[src/rtl/adc_spi_pkg.sv]
// adc_spi_pkg
//   Shared types and constants for the ADC configuration-port SPI responder.
//   - state_t        : responder frame state
//   - FRAME_BITS     : bits per SPI frame (R/W + address + data)
//   - ADDR_BITS      : register address width
//   - DATA_BITS      : register data width
//   - RW_READ        : value of the R/W bit that selects a read
//   - addr_in_range  : true when an address hits an implemented register
package adc_spi_pkg;

   typedef enum logic [1:0] {
      IDLE = 2'd0,
      CMD  = 2'd1,
      DATA = 2'd2,
      DONE = 2'd3
   } state_t;

   localparam int FRAME_BITS = 16;
   localparam int ADDR_BITS  = 7;
   localparam int DATA_BITS  = 8;

   localparam logic RW_READ = 1'b1;

   function automatic logic addr_in_range(input logic [ADDR_BITS-1:0] addr, input int depth);
      return {25'd0, addr} < 32'(depth);
   endfunction

endpackage

[src/rtl/spi_edge_sync.sv]
// spi_edge_sync
//   Two-flop synchronizer for an asynchronous SPI pin followed by a
//   registered edge detector. A pin edge shows up on rise/fall three
//   clk cycles later, as a single-cycle pulse.
//   Ports:
//     clk  in  system clock
//     rst  in  synchronous active-high reset
//     din  in  asynchronous pin
//     rise out one-cycle pulse on a synchronized 0->1 transition
//     fall out one-cycle pulse on a synchronized 1->0 transition
//   All flops reset to 0, so a pin that is already low when reset
//   releases does not produce a falling edge.
module spi_edge_sync (
   input  logic clk,
   input  logic rst,
   input  logic din,
   output logic rise,
   output logic fall
);

   logic meta;
   logic sync;
   logic sync_d;

   always_ff @(posedge clk) begin
      if (rst) begin
         meta   <= 1'b0;
         sync   <= 1'b0;
         sync_d <= 1'b0;
         rise   <= 1'b0;
         fall   <= 1'b0;
      end else begin
         meta   <= din;
         sync   <= meta;
         sync_d <= sync;
         rise   <= sync & ~sync_d;
         fall   <= ~sync & sync_d;
      end
   end

endmodule

[src/rtl/adc_spi_responder.sv]
// adc_spi_responder
//   SPI responder for the configuration port of the quad-channel fast ADC.
//   Decodes 16-bit frames {R/W, addr[6:0], data[7:0]} (MSB first) from an
//   oversampled SPI initiator and holds DEPTH 8-bit registers.
//
//   state | meaning
//   ------+-----------------------------------------------------------
//   IDLE  | waiting for a synchronized CSN falling edge
//   CMD   | shifting R/W + address (first 8 SCLK rises)
//   DATA  | shifting write data / driving read data (rises 9..16)
//   DONE  | frame complete, edges ignored until CSN rises
//
//   Ports:
//     CLK, RST         clock and synchronous active-high reset
//     ADC_CSN/SCLK/SDI asynchronous SPI inputs
//     ADC_SD0, SDO_OE  read data out and its drive enable
//     WR_STROBE        one-cycle pulse on a write to an implemented register
//     WR_ADDR, WR_DATA address and data of the last accepted write
//     REG_FLAT         register n on bits [8n+7:8n]
//     ERR_ABORT        one-cycle pulse when CSN rises mid-frame
//     FRAME_CNT        completed frame count, wraps
module adc_spi_responder
   import adc_spi_pkg::*;
#(
   parameter int                DEPTH        = 16,
   parameter logic [DEPTH*8-1:0] RESET_VALUES = {DEPTH*8{1'b0}}
) (
   input  logic                 CLK,
   input  logic                 RST,
   input  logic                 ADC_CSN,
   input  logic                 ADC_SCLK,
   input  logic                 ADC_SDI,
   output logic                 ADC_SD0,
   output logic                 SDO_OE,
   output logic                 WR_STROBE,
   output logic [6:0]           WR_ADDR,
   output logic [7:0]           WR_DATA,
   output logic [DEPTH*8-1:0]   REG_FLAT,
   output logic                 ERR_ABORT,
   output logic [15:0]          FRAME_CNT
);

   localparam int IDX_W = (DEPTH > 1) ? $clog2(DEPTH) : 1;
   localparam int CNT_W = $clog2(FRAME_BITS);

   // Bit counter runs down from FRAME_BITS-1; the command byte is complete
   // when the rise that sees DATA_BITS arrives, the frame when it sees 0.
   localparam logic [CNT_W-1:0] CNT_LOAD   = CNT_W'(FRAME_BITS - 1);
   localparam logic [CNT_W-1:0] CNT_CMD_TC = CNT_W'(DATA_BITS);
   localparam logic [CNT_W-1:0] CNT_END_TC = '0;

   logic sclk_rise;
   logic sclk_fall;
   logic csn_rise;
   logic csn_fall;
   logic sdi_meta;
   logic sdi_sync;

   state_t state;
   state_t state_nxt;

   logic [CNT_W-1:0]        bit_cnt;
   logic [FRAME_BITS-2:0]   shift_reg;
   logic [FRAME_BITS-1:0]   shift_nxt;
   logic                    is_read;
   logic [DATA_BITS-1:0]    rd_shift;
   logic [DATA_BITS-1:0]    rd_word;
   logic [DATA_BITS-1:0]    regs [DEPTH];

   logic                    do_load;
   logic                    do_shift;
   logic                    do_cmd_done;
   logic                    do_frame_done;
   logic                    do_abort;
   logic                    do_count;
   logic                    wr_hit;

   logic [ADDR_BITS-1:0]    cmd_addr;
   logic                    cmd_rw;
   logic [ADDR_BITS-1:0]    frm_addr;
   logic [DATA_BITS-1:0]    frm_data;
   logic                    frm_rw;

   logic                    sd0_q;
   logic                    oe_q;
   logic                    wr_strobe_q;
   logic [ADDR_BITS-1:0]    wr_addr_q;
   logic [DATA_BITS-1:0]    wr_data_q;
   logic                    err_q;
   logic [15:0]             frame_cnt;

   spi_edge_sync u_sclk_sync (
      .clk  (CLK),
      .rst  (RST),
      .din  (ADC_SCLK),
      .rise (sclk_rise),
      .fall (sclk_fall)
   );

   spi_edge_sync u_csn_sync (
      .clk  (CLK),
      .rst  (RST),
      .din  (ADC_CSN),
      .rise (csn_rise),
      .fall (csn_fall)
   );

   always_ff @(posedge CLK) begin
      if (RST) begin
         sdi_meta <= 1'b0;
         sdi_sync <= 1'b0;
      end else begin
         sdi_meta <= ADC_SDI;
         sdi_sync <= sdi_meta;
      end
   end

   // Shift register as it will look after the current rise; the decode
   // below is only used in the cycle that rise is being consumed.
   assign shift_nxt = {shift_reg, sdi_sync};
   assign cmd_addr  = shift_nxt[ADDR_BITS-1:0];
   assign cmd_rw    = shift_nxt[DATA_BITS-1];
   assign frm_rw    = shift_nxt[FRAME_BITS-1];
   assign frm_addr  = shift_nxt[FRAME_BITS-2 -: ADDR_BITS];
   assign frm_data  = shift_nxt[DATA_BITS-1:0];

   always_comb begin
      rd_word = '0;
      if (addr_in_range(cmd_addr, DEPTH)) begin
         rd_word = regs[cmd_addr[IDX_W-1:0]];
      end
   end

   always_ff @(posedge CLK) begin
      if (RST) begin
         state <= IDLE;
      end else begin
         state <= state_nxt;
      end
   end

   always_comb begin
      state_nxt     = state;
      do_load       = 1'b0;
      do_shift      = 1'b0;
      do_cmd_done   = 1'b0;
      do_frame_done = 1'b0;
      do_abort      = 1'b0;
      do_count      = 1'b0;
      case (state)
         IDLE: begin
            if (csn_fall) begin
               state_nxt = CMD;
               do_load   = 1'b1;
            end
         end
         CMD: begin
            if (csn_rise) begin
               state_nxt = IDLE;
               do_abort  = 1'b1;
            end else if (sclk_rise) begin
               do_shift = 1'b1;
               if (bit_cnt == CNT_CMD_TC) begin
                  state_nxt   = DATA;
                  do_cmd_done = 1'b1;
               end
            end
         end
         DATA: begin
            if (csn_rise) begin
               state_nxt = IDLE;
               do_abort  = 1'b1;
            end else if (sclk_rise) begin
               do_shift = 1'b1;
               if (bit_cnt == CNT_END_TC) begin
                  state_nxt     = DONE;
                  do_frame_done = 1'b1;
               end
            end
         end
         DONE: begin
            if (csn_rise) begin
               state_nxt = IDLE;
               do_count  = 1'b1;
            end
         end
         default: state_nxt = IDLE;
      endcase
   end

   assign wr_hit = do_frame_done && (frm_rw != RW_READ) && addr_in_range(frm_addr, DEPTH);

   always_ff @(posedge CLK) begin
      if (RST) begin
         bit_cnt     <= '0;
         shift_reg   <= '0;
         is_read     <= 1'b0;
         rd_shift    <= '0;
         sd0_q       <= 1'b0;
         oe_q        <= 1'b0;
         wr_strobe_q <= 1'b0;
         wr_addr_q   <= '0;
         wr_data_q   <= '0;
         err_q       <= 1'b0;
         frame_cnt   <= '0;
      end else begin
         wr_strobe_q <= 1'b0;
         err_q       <= 1'b0;

         if (do_load) begin
            bit_cnt <= CNT_LOAD;
            is_read <= 1'b0;
         end

         if (do_shift) begin
            shift_reg <= shift_nxt[FRAME_BITS-2:0];
            bit_cnt   <= bit_cnt - 1'b1;
         end

         // The read word is captured once, at the end of the command byte,
         // so a later write in the same frame cannot disturb it.
         if (do_cmd_done) begin
            is_read  <= (cmd_rw == RW_READ);
            rd_shift <= rd_word;
         end

         if (wr_hit) begin
            wr_strobe_q <= 1'b1;
            wr_addr_q   <= frm_addr;
            wr_data_q   <= frm_data;
         end

         if ((state == DATA) && is_read && sclk_fall) begin
            sd0_q    <= rd_shift[DATA_BITS-1];
            rd_shift <= {rd_shift[DATA_BITS-2:0], 1'b0};
            oe_q     <= 1'b1;
         end

         if (csn_rise) begin
            sd0_q <= 1'b0;
            oe_q  <= 1'b0;
         end

         if (do_abort) begin
            err_q <= 1'b1;
         end

         if (do_count) begin
            frame_cnt <= frame_cnt + 16'd1;
         end
      end
   end

   always_ff @(posedge CLK) begin
      if (RST) begin
         for (int i = 0; i < DEPTH; i++) begin
            regs[i] <= RESET_VALUES[8*i +: 8];
         end
      end else if (wr_hit) begin
         regs[frm_addr[IDX_W-1:0]] <= frm_data;
      end
   end

   for (genvar g = 0; g < DEPTH; g++) begin : g_flat
      assign REG_FLAT[8*g +: 8] = regs[g];
   end

   assign ADC_SD0   = sd0_q & oe_q;
   assign SDO_OE    = oe_q;
   assign WR_STROBE = wr_strobe_q;
   assign WR_ADDR   = wr_addr_q;
   assign WR_DATA   = wr_data_q;
   assign ERR_ABORT = err_q;
   assign FRAME_CNT = frame_cnt;

endmodule

[config.mk]
export PLATFORM = sky130hd
export DESIGN_NAME = adc_spi_responder
export DESIGN_NICKNAME = d
export VERILOG_FILES = /design/src/rtl/adc_spi_pkg.sv /design/src/rtl/spi_edge_sync.sv /design/src/rtl/adc_spi_responder.sv
export SDC_FILE = /design/constraint.sdc
export NUM_CORES = 1
export LEC_CHECK = 0
export CAP_MARGIN = 0
export CORE_MARGIN = 2
export CORE_UTILIZATION = 47
export DETAILED_ROUTE_END_ITERATION = 10
export PLACE_DENSITY = 0.74
export SLEW_MARGIN = 20
export SYNTH_ARGS = -nofsm -noshare
export SYNTH_HDL_FRONTEND = slang
export SYNTH_SLANG_ARGS = --single-unit
[constraint.sdc]
create_clock -name CLK -period 2 [get_ports CLK]
set_input_delay 0.2 -clock CLK [delete_from_list [all_inputs] [get_ports CLK]]
set_output_delay 0.2 -clock CLK [all_outputs]
set_load 0.01 [all_outputs]
==> impl_metrics.env, run 1 <==
export IMPL_nets=932
export IMPL_drt_total_wl_mm=24.54
export IMPL_die_w_um=143.1
export IMPL_synthTopCellsByArea="edfxtp_1, dfxtp_1, and2_1, mux4_2, nand2_1"
export IMPL_arrival_ns=2.18
export IMPL_worstPathMaxFanout=8
export IMPL_antenna_cells=0
export IMPL_clkLatencyLatePin_ns=0.50
export IMPL_relSlewSlack=0.5979
export IMPL_synth_compound_area_frac=0.04650
export IMPL_vdd_drop_max_v=0.0004857
export IMPL_synth_cell_area_um2=9095
export IMPL_largest_reg_flops=128
export IMPL_stdcell_count=1196
export IMPL_cap_viol_max_count=0
export IMPL_numCtsBuffers=22
export IMPL_period_minus_slack_ns=1.968
export IMPL_rows=50
export IMPL_clk_path_buf_depth=3
export IMPL_grtUsageMet2=0.3828
export IMPL_clkTransAtPathRegs_ns=0.06
export IMPL_synth_seq_cells=205
export IMPL_synthArstFlopShare=0
export IMPL_multiInputGateArea_um2=3590
export IMPL_hold_class="in2reg"
export IMPL_synth_edff_count=128
export IMPL_via_per_inst=5.497
export IMPL_yosysTopAreaCellShare=0.4226
export IMPL_synth_largest_area_cell="edfxtp_1"
export IMPL_whs_ns=0.2556
export IMPL_critPathLaunchType="register"
export IMPL_die_area_um2=20480
export IMPL_firstDrtPassIters=6
export IMPL_met1_usage=0.3344
export IMPL_antenna_found_initial=0
export IMPL_power_density_nw_per_um2=754.6
export IMPL_cts_sinks=205
export IMPL_core_um2=18830
export IMPL_synthCells=715
export IMPL_fillers=1407
export IMPL_drtIter0Drc=571
export IMPL_cts_root_buf="clkbuf_16"
export IMPL_synthFlopType="edfxtp_1"
export IMPL_post_drt_wl_per_cell_um=20.52
export IMPL_place_ws_ns=-0.03476
export IMPL_gp_congestion=0.8272
export IMPL_busiest_layer="met2"
export IMPL_grt_max_degree=42
export IMPL_tightest_slew_ns=0.6024
export IMPL_p_leak_nw=4.510
export IMPL_slew_violations=0
export IMPL_fin_util=0.6526
export IMPL_outcome="completed"
export IMPL_fp_dieH_um=143.1
export IMPL_dpl_cell_count=1153
export IMPL_numPortBuffers=167
export IMPL_fmax_mhz=508.1
export IMPL_setup_worst_path_end_class="register"
export IMPL_synth_distinct_cells=52
export IMPL_rsz0062_at_grt="yes"
export IMPL_synth_xor_area_frac=0.008667
export IMPL_grt_pass1_vias=6456
export IMPL_fin_skew_ns=0.01623
export IMPL_drc=0
export IMPL_hold_viol=0
export IMPL_synthMuxAreaShare=0.1156
export IMPL_synth_adder_area_share=0.009630
export IMPL_yosysWarningCount=0
export IMPL_synth_simple_gate_area_frac=0.2010
export IMPL_drive_gt1_frac=0.2094
export IMPL_ioPinCount=168
export IMPL_synth_top_family_by_area="simple AND/OR/NAND/NOR gates"
export IMPL_tritoncts="done"
export IMPL_start_util=0.4830
export IMPL_finalCritPeriodShare=0.9840
export IMPL_synth_nets=727
export IMPL_worstSetupPathType="reg2reg"
export IMPL_seq_area_um2=5390
export IMPL_htreeDepth=1
export IMPL_grt_pass1_wl_mm=37.00
export IMPL_grt_usage=0.2386
export IMPL_crit_required_ns=2.21
export IMPL_dr_total_vias=6574
export IMPL_yosysSeqAreaShare=0.5921
export IMPL_total_power_mw=9.272
export IMPL_setup_viol=0
export IMPL_fin_ws_ns=0.03194
export IMPL_grt_remaining_overflow=0
export IMPL_ant_nets=0
export IMPL_hpwl_mm=16.96
export IMPL_syn_to_final_growth_pct=35.11
export IMPL_synth_avg_cell_area_um2=12.72
export IMPL_use_met3=0.04628
report_power, final:
group	switching, mW	internal (mW)	total [mW]
Clock	1.63	2.38	4.01
Combinational	0.279	0.314	0.593
Sequential	0.0818	4.59	4.67
worst max-delay path, cell delays in order, from the launching register on:
cell	delay [ns]
dfxtp_1	0.31
inv_1	0.08
ha_1	0.20
nand3b_1	0.10
or3_1	0.46
nor3_2	0.30
or2_4	0.24
stage by stage:
| stage | setup TNS [ns] | instance area, um2 |
|---|---|---|
| final | 0 | 12290 |
| after global routing | -0.6668 | 12290 |
| after CTS | 0 | 12170 |
| after detailed placement | -0.8786 | 11420 |
| after global placement | 0 | 11420 |
| after floorplan | 0 | 9105 |
final timing paths:
| kind | from | depth (start not counted) | to | slack (ns) |
|---|---|---|---|---|
| worst min-delay path | ADC_SCLK | 2 | u_sclk_sync.meta | 0.26 |
| worst min register to register | u_csn_sync.sync_d | 1 | u_csn_sync.rise | 0.41 |
| worst max-delay path | bit_cnt[0] | 6 | regs[0][7] | 0.03 |
| worst max register to register | bit_cnt[0] | 6 | regs[0][7] | 0.03 |
cells in the final DEF (no fill, tap or decap), types with 5 or more instances in the layout:
cell type and count:
clkdlybuf4s50_1 166, edfxtp_1 128, and2_1 124, dfxtp_1 73
buf_4 52, nand2_1 49, a21oi_1 35, mux4_2 32
nor2_1 27, clkbuf_16 23, mux2_2 16, mux2i_1 15
or2_4 13, nand3_1 11, nor3_2 10, nor2b_1 10
inv_1 8, nor4_1 8, o211ai_1 7, a221o_1 7
clkinv_2 7, buf_12 7, nor3_4 6, xor2_1 6
nor3_1 6, and3b_1 5, nand3b_1 5, ha_1 5
cell type report:
type	instances	area share
flip-flops and latches	205	0.4387
multi-input cells	453	0.2921
repair buffers	229	0.1814
clock buffers	31	0.05264
well taps	260	0.02647
clock inverters	9	0.005906
inverters	9	0.002749
per-layer routing:
metal / vias up / wire (um)
li1: 3005 / -
met1: 3198 / 10130
met2: 328 / 11660
met3: 43 / 2289
met4: 0 / 468
met5: - / 0
cells in the mapped netlist (all sizes together), types with 4 or more instances:
cell and instances:
a21oi 35, a221o 7, and2 124, and3 6, and3b 5, buf 14, clkbuf 34, dfxtp 77
edfxtp 128, ha 7, inv 9, mux2 16, mux2i 15, mux4 32, nand2 49, nand3 12
nand3b 5, nor2 27, nor2b 10, nor3 22, nor4 9, o211ai 7, o21ai 4, o31ai 4
or2 17, or3 4, or4 4, xor2 6
cells by family (layout without fill, tap and decap cells):
group                    count (synthesis)  after routing
AND/OR/NAND/NOR                        308            308
buffers and inverters                   57            278
multiplexers                            63             63
AO/OA/AOI/OAI                           66             66
flip-flops                             205            205
adder cells (fa/ha/maj)                  7              7
XOR/XNOR                                 9              9
what timing repair did:
item	in CTS	in global routing
endpoints found under the setup margin	61	147
hold buffers	1	0
pin swaps	0	12
gates resized for setup	4	26
endpoints found under the hold margin	1	0
buffers inserted	0	2
Note: power is estimated with default switching activity, not from simulation.
==> run 2, diff against run 1 <==
--- a/config.mk
+++ b/config.mk
@@ -14,3 +14,4 @@
 export SYNTH_ARGS = -nofsm -noshare
 export SYNTH_HDL_FRONTEND = slang
 export SYNTH_SLANG_ARGS = --single-unit
+export TNS_END_PERCENT = 100
==> results of run 2 <==
The final DEF is identical to that of run 1; final timing and power are the same.
==> run 3, diff against run 2 <==
--- a/config.mk
+++ b/config.mk
@@ -9,7 +9,7 @@
 export CORE_MARGIN = 2
 export CORE_UTILIZATION = 47
 export DETAILED_ROUTE_END_ITERATION = 10
-export PLACE_DENSITY = 0.74
+export PLACE_DENSITY = 0.76
 export SLEW_MARGIN = 20
 export SYNTH_ARGS = -nofsm -noshare
 export SYNTH_HDL_FRONTEND = slang
==> run 3 against run 2 <==
Die area unchanged. Worst setup slack improved by 0.027 ns. Utilization increased by 0.19 points. Register-to-register slack improved by 0.03 ns. Combinational power decreased by 0.7%. First-iteration DRC count decreased by 15%. Worst hold slack got worse by 0.20 ns. Critical endpoint is now regs[15][4]. Highest routed layer unchanged.
==> impl_metrics.env, run 3 (synthesized netlist as in run 1, its figures left out) <==
export IMPL_post_drt_wl_per_cell_um=20.79
export IMPL_fin_ws_ns=0.05918
export IMPL_layout_common_cells="clkdlybuf4s50_1, edfxtp_1, and2_1"
export IMPL_busiest_layer="met2"
export IMPL_power_density_nw_per_um2=777.9
export IMPL_dpl_instance_area_um2=11370
export IMPL_crit_slowest_cell="dfxtp_2"
export IMPL_worstSetupPathType="reg2reg"
export IMPL_r2r_start="state[0]"
export IMPL_drive_gt1_frac=0.1989
export IMPL_drc=0
export IMPL_grt_max_degree=86
export IMPL_path_buf_inv=2
export IMPL_reg2regPathDepth=7
export IMPL_clkTransAtPathRegs_ns=0.06
export IMPL_use_met3=0.04158
export IMPL_fmax_mhz=515.2
export IMPL_grt_remaining_overflow=0
export IMPL_r2r_end="regs[15][4]"
export IMPL_gp_congestion=0.8673
export IMPL_ant_nets=0
export IMPL_syn_to_final_growth_pct=35.51
export IMPL_firstDrtPassIters=5
export IMPL_cp_top_family="simple AND/OR/NAND/NOR gates"
export IMPL_p_leak_nw=4.505
export IMPL_layout_commonest_cell="clkdlybuf4s50_1"
export IMPL_tritoncts="done"
export IMPL_relSlewSlack=0.5939
export IMPL_clkLatencyLatePin_ns=0.51
export IMPL_via_per_inst=5.525
export IMPL_dr_total_vias=6575
export IMPL_arrival_ns=2.15
export IMPL_critical_path_endpoint="regs[15][4]"
export IMPL_outcome="completed"
export IMPL_startpoint="state[0]"
export IMPL_rrSetupSlack_ns=0.06
export IMPL_numPortBuffers=167
export IMPL_fillers=1405
export IMPL_hold_class="in2reg"
export IMPL_period_minus_slack_ns=1.941
export IMPL_fin_skew_ns=0.01705
export IMPL_start_util=0.4830
export IMPL_crit_chain="inv_2 -> ha_4 -> nor3b_4 -> nand4b_1 -> buf_4 -> nor3_2 -> or2_4"
export IMPL_setup_viol=0
export IMPL_grtUsageMet2=0.3742
export IMPL_antenna_cells=0
export IMPL_drt_total_wl_mm=24.74
export IMPL_die_w_um=143.1
export IMPL_grt_pass1_vias=6373
export IMPL_met1_usage=0.3357
export IMPL_largest_reg_flops=128
export IMPL_drtIter0Drc=484
export IMPL_fp_dieH_um=143.1
export IMPL_slew_violations=0
export IMPL_critPathLaunchType="register"
export IMPL_hpwl_mm=16.63
export IMPL_clk_path_buf_depth=3
export IMPL_vdd_drop_max_v=0.0005715
export IMPL_cts_sinks=205
export IMPL_setup_worst_path_end_class="register"
export IMPL_core_um2=18830
export IMPL_cts_hold_fix_buffers=0
export IMPL_finalCritPeriodShare=0.9704
export IMPL_tightest_slew_ns=0.6085
export IMPL_cts_root_buf="clkbuf_16"
export IMPL_cp_depth=7
export IMPL_whs_ns=0.05141
export IMPL_ioPinCount=168
export IMPL_rows=50
export IMPL_nets=927
export IMPL_stdcell_count=1190
export IMPL_final_area_um2=12320
export IMPL_hold_viol=0
export IMPL_grt_usage=0.2383
export IMPL_grt_pass1_wl_mm=36.88
export IMPL_place_ws_ns=-0.03700
export IMPL_cap_viol_max_count=0
export IMPL_htreeDepth=1
export IMPL_numCtsBuffers=22
export IMPL_slowest_delay_ns=0.32
export IMPL_rsz0062_at_grt="yes"
export IMPL_crit_required_ns=2.21
export IMPL_worstPathMaxFanout=8
export IMPL_die_area_um2=20480
export IMPL_dpl_cell_count=1145
export IMPL_antenna_found_initial=0
-- run 3: cell types whose count changed in the layout (fill, tap and decap cells not counted), sizes merged --
cell,delta
buf,-5
bufinv,+3
clkinv,-2
clkinvlp,-1
dlygate4sd3,-1
-- run 3: worst register-to-register path: stages (launching register included) --
cell and delay [ns]:
dfxtp_2 0.32, inv_2 0.09, ha_4 0.14, nor3b_4 0.24
nand4b_1 0.22, buf_4 0.23, nor3_2 0.19, or2_4 0.22
-- run 3: report_power, final --
| part | total [mW] | leakage (nW) | internal (mW) | switching (mW) |
|---|---|---|---|---|
| Sequential | 4.67 | 1.95 | 4.59 | 0.0847 |
| Combinational | 0.589 | 2.19 | 0.311 | 0.278 |
| Clock | 4.33 | 0.374 | 2.71 | 1.62 |
| Total | 9.59 | 4.51 | 7.61 | 1.98 |
-- run 3: timing repair --
item	CTS	global route
setup buffers	0	4
setup endpoints to repair	40	170
pin swaps	0	6
gates resized for setup	5	27
cloned	0	2
-- run 3: worst min-delay path by stage --
stage	from	end	slack, ns	cells after the start
after global placement	u_sclk_sync.sync_d	u_sclk_sync.rise	0.39	1
after global routing	RST	shift_reg[3]	0.05	2
after floorplan	ADC_SDI	sdi_meta	0.33	1
final	RST	shift_reg[3]	0.05	2
after CTS	RST	shift_reg[3]	0.03	2
after detailed placement	u_csn_sync.sync_d	u_csn_sync.rise	0.40	1
-- run 3: final cells by class --
cell class / count / area, um2 / area share
clock buffers: 30 / 631.9 / 0.05127
repair buffers: 224 / 2216 / 0.1798
flip-flops and latches: 205 / 5393 / 0.4376
clock inverters: 9 / 138.9 / 0.01127
well taps: 260 / 325.3 / 0.02640
inverters: 9 / 33.78 / 0.002741
multi-input cells: 453 / 3586 / 0.2910
-- run 3: metrics by stage --
stage | TNS (ns) | power, mW | util
after global placement | 0 | 5.320 | 0.6041
after detailed placement | -0.6056 | 5.323 | 0.6041
after floorplan | 0 | 5.011 | -
after CTS | 0 | 9.626 | 0.6460
final | 0 | 9.588 | 0.6545
after global routing | -1.289 | 9.843 | 0.6545
-- run 3: per-layer routing --
metal | vias up | share of wire | wire length [um]
met3 | 50 | 0.079 | 1964
met2 | 318 | 0.47 | 11740
met5 | - | 0 | 0
li1 | 2998 | - | -
met4 | 0 | 0.029 | 708
met1 | 3209 | 0.42 | 10330
